**config.mk**
```make
export PLATFORM = sky130hd
export DESIGN_NAME = clock_divider_switchable
export DESIGN_NICKNAME = d
export VERILOG_FILES = /design/src/rtl/clock_divider_switchable.sv
export SDC_FILE = /design/constraint.sdc
export NUM_CORES = 1
export LEC_CHECK = 0
export CAP_MARGIN = 20
export CORE_MARGIN = 4
export CORE_UTILIZATION = 40
export CTS_CLUSTER_DIAMETER = 120
export CTS_CLUSTER_SIZE = 14
export DETAILED_ROUTE_END_ITERATION = 12
export PLACE_DENSITY = 0.64
export SYNTH_ARGS = -nofsm -noshare
export SYNTH_HDL_FRONTEND = slang
export SYNTH_SLANG_ARGS = --single-unit
```
**constraint.sdc**
```tcl
create_clock -name i_clock -period 2.41 [get_ports i_clock]
set_clock_uncertainty 0.15 [all_clocks]
set_input_delay 0.482 -clock i_clock [delete_from_list [all_inputs] [get_ports i_clock]]
set_output_delay 0.482 -clock i_clock [all_outputs]
set_load 0.005 [all_outputs]
```
**src/rtl/clock_divider_switchable.sv**
```systemverilog
// Switchable divided-clock generator.
// Produces a registered divided clock plus a tick strobe in the source domain.
// Ratio changes and start/stop requests only take effect on period boundaries,
// so the output never shows a runt high or low phase.
module clock_divider_switchable #(
    parameter int DIVIDER_WIDTH   = 8,
    parameter int DEFAULT_DIVIDER = 4
) (
    input  logic                     i_clock,
    input  logic                     i_reset,
    input  logic                     i_enable,
    input  logic [DIVIDER_WIDTH-1:0] i_divider,
    input  logic                     i_divider_valid,
    output logic                     o_divider_ready,
    output logic                     o_clock_out,
    output logic                     o_tick,
    output logic                     o_switch_done,
    output logic                     o_running
);

    localparam int RESET_RATIO_INT = (DEFAULT_DIVIDER < 2) ? 2 : DEFAULT_DIVIDER;
    localparam logic [DIVIDER_WIDTH-1:0] RESET_RATIO = DIVIDER_WIDTH'(RESET_RATIO_INT);
    localparam logic [DIVIDER_WIDTH-1:0] MIN_RATIO   = DIVIDER_WIDTH'(2);
    localparam logic [DIVIDER_WIDTH-1:0] ONE         = DIVIDER_WIDTH'(1);
    localparam logic [DIVIDER_WIDTH-1:0] ZERO        = '0;

    typedef enum logic {
        STOPPED = 1'b0,
        RUNNING = 1'b1
    } state_t;

    state_t                   r_state;
    logic [DIVIDER_WIDTH-1:0] r_counter;
    logic [DIVIDER_WIDTH-1:0] r_ratio;
    logic                     r_pending_valid;
    logic [DIVIDER_WIDTH-1:0] r_pending_ratio;
    logic                     r_clock_out;
    logic                     r_tick;
    logic                     r_switch_done;

    state_t                   w_next_state;
    logic [DIVIDER_WIDTH-1:0] w_next_counter;
    logic [DIVIDER_WIDTH-1:0] w_next_ratio;
    logic                     w_next_pending_valid;
    logic [DIVIDER_WIDTH-1:0] w_next_pending_ratio;
    logic                     w_next_clock_out;
    logic                     w_next_tick;
    logic                     w_next_switch_done;
    logic                     w_apply;
    logic                     w_accept;
    logic                     w_last_cycle;
    logic [DIVIDER_WIDTH:0]   w_ratio_plus_one;
    logic [DIVIDER_WIDTH-1:0] w_high_cycles;
    logic [DIVIDER_WIDTH-1:0] w_counter_inc;
    logic [DIVIDER_WIDTH-1:0] w_clamped_divider;

    // High phase is ceil(D/2); one extra bit keeps D+1 from overflowing at the maximum ratio.
    assign w_ratio_plus_one  = {1'b0, r_ratio} + (DIVIDER_WIDTH + 1)'(1);
    assign w_high_cycles     = w_ratio_plus_one[DIVIDER_WIDTH:1];
    assign w_counter_inc     = r_counter + ONE;
    assign w_last_cycle      = (r_counter == (r_ratio - ONE));
    assign w_clamped_divider = (i_divider < MIN_RATIO) ? MIN_RATIO : i_divider;
    assign w_accept          = i_divider_valid && !r_pending_valid;

    assign o_divider_ready = !r_pending_valid;
    assign o_clock_out     = r_clock_out;
    assign o_tick          = r_tick;
    assign o_switch_done   = r_switch_done;
    assign o_running       = (r_state == RUNNING);

    // Next-state logic: enable and pending ratios are only honoured at a period boundary.
    always_comb begin
        w_next_state       = r_state;
        w_next_counter     = r_counter;
        w_next_ratio       = r_ratio;
        w_next_clock_out   = 1'b0;
        w_next_tick        = 1'b0;
        w_next_switch_done = 1'b0;
        w_apply            = 1'b0;
        case (r_state)
            STOPPED: begin
                w_next_counter = ZERO;
                if (i_enable) begin
                    w_next_state     = RUNNING;
                    w_next_clock_out = 1'b1;
                    w_next_tick      = 1'b1;
                    w_apply          = r_pending_valid;
                end
            end
            RUNNING: begin
                if (w_last_cycle) begin
                    w_next_counter = ZERO;
                    if (i_enable) begin
                        w_next_clock_out = 1'b1;
                        w_next_tick      = 1'b1;
                        w_apply          = r_pending_valid;
                    end else begin
                        w_next_state = STOPPED;
                    end
                end else begin
                    w_next_counter   = w_counter_inc;
                    w_next_clock_out = (w_counter_inc < w_high_cycles);
                end
            end
            default: begin
                w_next_state   = STOPPED;
                w_next_counter = ZERO;
            end
        endcase
        if (w_apply) begin
            w_next_ratio       = r_pending_ratio;
            w_next_switch_done = 1'b1;
        end
    end

    // One-entry request holding slot: cleared when applied, filled on a handshake.
    always_comb begin
        w_next_pending_valid = r_pending_valid;
        w_next_pending_ratio = r_pending_ratio;
        if (w_apply) begin
            w_next_pending_valid = 1'b0;
        end
        if (w_accept) begin
            w_next_pending_valid = 1'b1;
            w_next_pending_ratio = w_clamped_divider;
        end
    end

    // State and output registers with synchronous reset.
    always_ff @(posedge i_clock) begin
        if (i_reset) begin
            r_state         <= STOPPED;
            r_counter       <= ZERO;
            r_ratio         <= RESET_RATIO;
            r_pending_valid <= 1'b0;
            r_pending_ratio <= RESET_RATIO;
            r_clock_out     <= 1'b0;
            r_tick          <= 1'b0;
            r_switch_done   <= 1'b0;
        end else begin
            r_state         <= w_next_state;
            r_counter       <= w_next_counter;
            r_ratio         <= w_next_ratio;
            r_pending_valid <= w_next_pending_valid;
            r_pending_ratio <= w_next_pending_ratio;
            r_clock_out     <= w_next_clock_out;
            r_tick          <= w_next_tick;
            r_switch_done   <= w_next_switch_done;
        end
    end

endmodule

```
==> key figures <==
Drt
  – DR WL/cell: 12.8 um
  – DR vias/cell: 5.14
  – Post-route DRC: 0
  – Total number of vias: 1387
  – DRT iter0 DRCs: 87
  – DRT Wirelength: 3450 um
  – Length of the first detailed-routing pass in iterations: 4
  – ANT nets after route: 0

Power
  – Int Pwr: 0.759 mW
  – Clock power frac: 37.3%
  – Sw frac: 24.2%
  – Leakage: 0.763 nW
  – Power per cell area: 502 nW/um2
  – Net Switching: 0.242 mW
  – Comb power frac: 11.8%
  – Seq pwr share: 50.9%
  – Maximum vdd drop: 429 uV

Status
  – Outcome: finished, final reports clean

Cells and area
  – Register area: 581 um2
  – Number of fill cells: 401
  – Area occupied by multi-input gates: 1000 um2
  – Commonest non-fill, non-tap cell in the layout: nand2_1
  – Finished Layout Cells: 270
  – Nets: 241
  – Commonest non-fill, non-tap cells in the layout: 32 x nand2_1, 29 x dfxtp_1, 16 x clkdlybuf4s50_1, 13 x xnor2_1, 13 x nor2_1
  – Ant diodes: 0
  – P&R area growth vs syn: 16.1%
  – Fraction of layout cells with a size suffix above 1: 10.0%

Clock tree
  – Hold-fix buffers at CTS: 0
  – Clock Latency Late Sink: 280 ps
  – H-tree Lvls: 2
  – Clock sink count: 29
  – Clk slew on worst S/H paths: 60 ps
  – Root Driver: clkbuf_8
  – CTS Buffer Depth: 2
  – Num CTS Buffers: 5
  – CTS tree: done

Critical path
  – WP data arrival: 2310 ps
  – Crit path capture: r_ratio[0]
  – CP Data Required Time: 2470 ps
  – Setup crit end kind: flop
  – Critical Path Slowest Stage Cell: dfxtp_1
  – Critical path startpoint: r_ratio[2]
  – Critical path's largest stage delay: 610 ps
  – Kind of critical path: reg -> reg
  – Reg-to-Reg End: r_ratio[0]
  – Crit path launch type: flop
  – FF-to-FF path depth: 7
  – Critical Path, Cell by Cell: o21ba_2 -> a221oi_1 -> a41oi_1 -> a211o_1 -> a21oi_2 -> buf_12 -> mux2i_1
  – Peak fanout along the critical path: 11
  – R2r startpoint: r_ratio[2]
  – Reg-to-reg slack, setup: 160 ps

Synthesis
  – Post-synth EDFFs: 0
  – Yosys cell types: 38
  – Syn nets: 221
  – Post-synthesis async set-or-reset flop share: 0%
  – Cell Area, Synth: 1720 um2
  – Synth area leaders: dfxtp_1 34%, ha_1 7.3%, nand2_1 7.0%
  – Largest area contributor in the netlist: dfxtp_1
  – Sequential share of the synthesized area: 33.8%
  – Top cell type's share of synthesized area: 33.8%
  – Synth Area per Inst: 8.63 um2
  – Yosys warns: 0
  – Mapped Cells: 199
  – Top FF cell, synth: dfxtp_1
  – Seq cells post-synth: 29

Place
  – # port buffers: 16
  – RePlAce Congestion: 0.837
  – Cells after DPL: 262
  – DP Wirelength: 2670 um

Timing
  – Final setup TNS: 0 ps
  – Final critical-path required period: 2250 ps
  – Slew Limit Headroom: 69.2%
  – Final setup viols: 0
  – Slew Limit Fails: 0
  – Worst-margin pin slew: 462 ps
  – RSZ-0062 raised after global routing: no
  – Final hold violation count: 0
  – Fmax: 444 MHz
  – Final Cycle Share: 93.4%

Global routing
  – First-pass GRT wire length: 5620 um
  – GR Util met1: 18.4%
  – GRT Resource Usage Total: 14.0%
  – Vias in the first global route: 1198
  – Initial antenna violation count: 0
  – Largest net degree at the start of global routing: 19
  – Met2 Use GR: 20.4%
  – Remaining global-route overflow: 0
  – Grt met3 use: 5.20%
  – Most used routing layer: met2

Floorplan
  – Die area: 5410 um2
  – Initial Util: 42.0%
  – Die Width: 73.5 um
  – CORE AREA: 4090 um2
  – I/O pin count: 17
  – FP Rows: 23
  – DIE HEIGHT: 73.5 um

Min path
  – Hold/Removal Path Class: reg -> reg

Run
  – Max-Cap Viols: 0
[what timing repair did]
action | 4_1_cts | 5_1_grt
setup buffers | 0 | 0
setup endpoints to repair | 0 | 8
gates resized for setup | 0 | 2
[worst max-delay path: cells and delay by family, from the launching register on]
kind                   cells  cell delay [ps]
AOI/OAI and AO/OA          5             1090
buffers and inverters      1              150
DFF                        1              610
muxes                      1              180
[power groups by stage]
stage / Combinational, mW / Clock (mW) / Sequential [mW]
after floorplan: 0.0695 / 0 / 0.517
after global placement: 0.118 / 0 / 0.520
after global routing: 0.131 / 0.413 / 0.512
final: 0.118 / 0.373 / 0.510
after detailed placement: 0.118 / 0 / 0.520
after CTS: 0.118 / 0.390 / 0.509
[metal layers]
metal	share of wire [%]	up-vias
li1	-	726
met1	50	622
met2	43	30
met3	5.0	9
met4	2.0	0
met5	0	-
[logic make-up (layout without fill, tap and decap cells)]
kind of cell | Yosys count | in the layout | synth area share [%]
buffers and inverters | 19 | 40 | 8.30
DFF | 29 | 29 | 33.8
adders and majority gates | 10 | 10 | 7.28
xor gates and xnor gates | 21 | 21 | 10.7
muxes | 8 | 8 | 4.66
and+or+nand+nor | 80 | 80 | 22.6
AOI/OAI and AO/OA | 32 | 32 | 12.7
[synthesized netlist by cell type (2+ instances only)]
| master | instances |
|---|---|
| nor2_1 | 13 |
| nand4_1 | 2 |
| o21ai_0 | 3 |
| buf_6 | 9 |
| xnor2_1 | 13 |
| nor2b_1 | 8 |
| dfxtp_1 | 29 |
| nor3_1 | 6 |
| clkbuf_1 | 2 |
| nand2_1 | 32 |
| ha_1 | 10 |
| mux2i_1 | 8 |
| a21oi_1 | 10 |
| o21bai_1 | 2 |
| nand3_1 | 10 |
| and3_1 | 3 |
| a211oi_1 | 3 |
| xor2_1 | 8 |
| o21a_1 | 4 |
| inv_1 | 6 |
[registers in the layout, summed over array words and instances (netlist names)]
signal / flops
r_ratio: 8
o_clock_out: 1
r_pending_valid: 1
r_pending_ratio: 8
o_tick: 1
o_running: 1
o_switch_done: 1
r_counter: 8
[through the flow]
step	utilization, %	hold WS [ps]	area [um2]	setup slack, ps	total power, mW
after detailed placement	46.6	301	1900	117	0.638
after CTS	48.6	310	1990	97.6	1.02
after global routing	48.8	325	1990	10.7	1.06
final	48.8	309	1990	159	1.00
after global placement	46.6	296	1900	151	0.637
after floorplan	-	285	1720	98.9	0.587
[cell type report]
| type | count | area share [%] |
|---|---|---|
| Clock inverter | 2 | 0.502 |
| Inverter | 7 | 1.32 |
| Clock buffer | 6 | 3.64 |
| Sequential cell | 29 | 29.1 |
| Tap cell | 50 | 3.14 |
| Multi-Input combinational cell | 151 | 50.3 |
| Timing Repair Buffer | 25 | 12.0 |
[worst min path at each step]
stage / slack (ps) / from / depth (start not counted) / endpoint
finish: 310 / r_pending_ratio[4] / 2 / r_pending_ratio[4]
global route: 330 / r_pending_ratio[4] / 2 / r_pending_ratio[4]
CTS: 310 / r_pending_ratio[5] / 2 / r_pending_ratio[5]
detailed placement: 300 / r_pending_ratio[5] / 2 / r_pending_ratio[5]
global placement: 300 / r_pending_ratio[4] / 2 / r_pending_ratio[4]
floorplan: 280 / r_pending_ratio[1] / 2 / r_ratio[1]
Note: power is estimated with default switching activity, not from simulation.
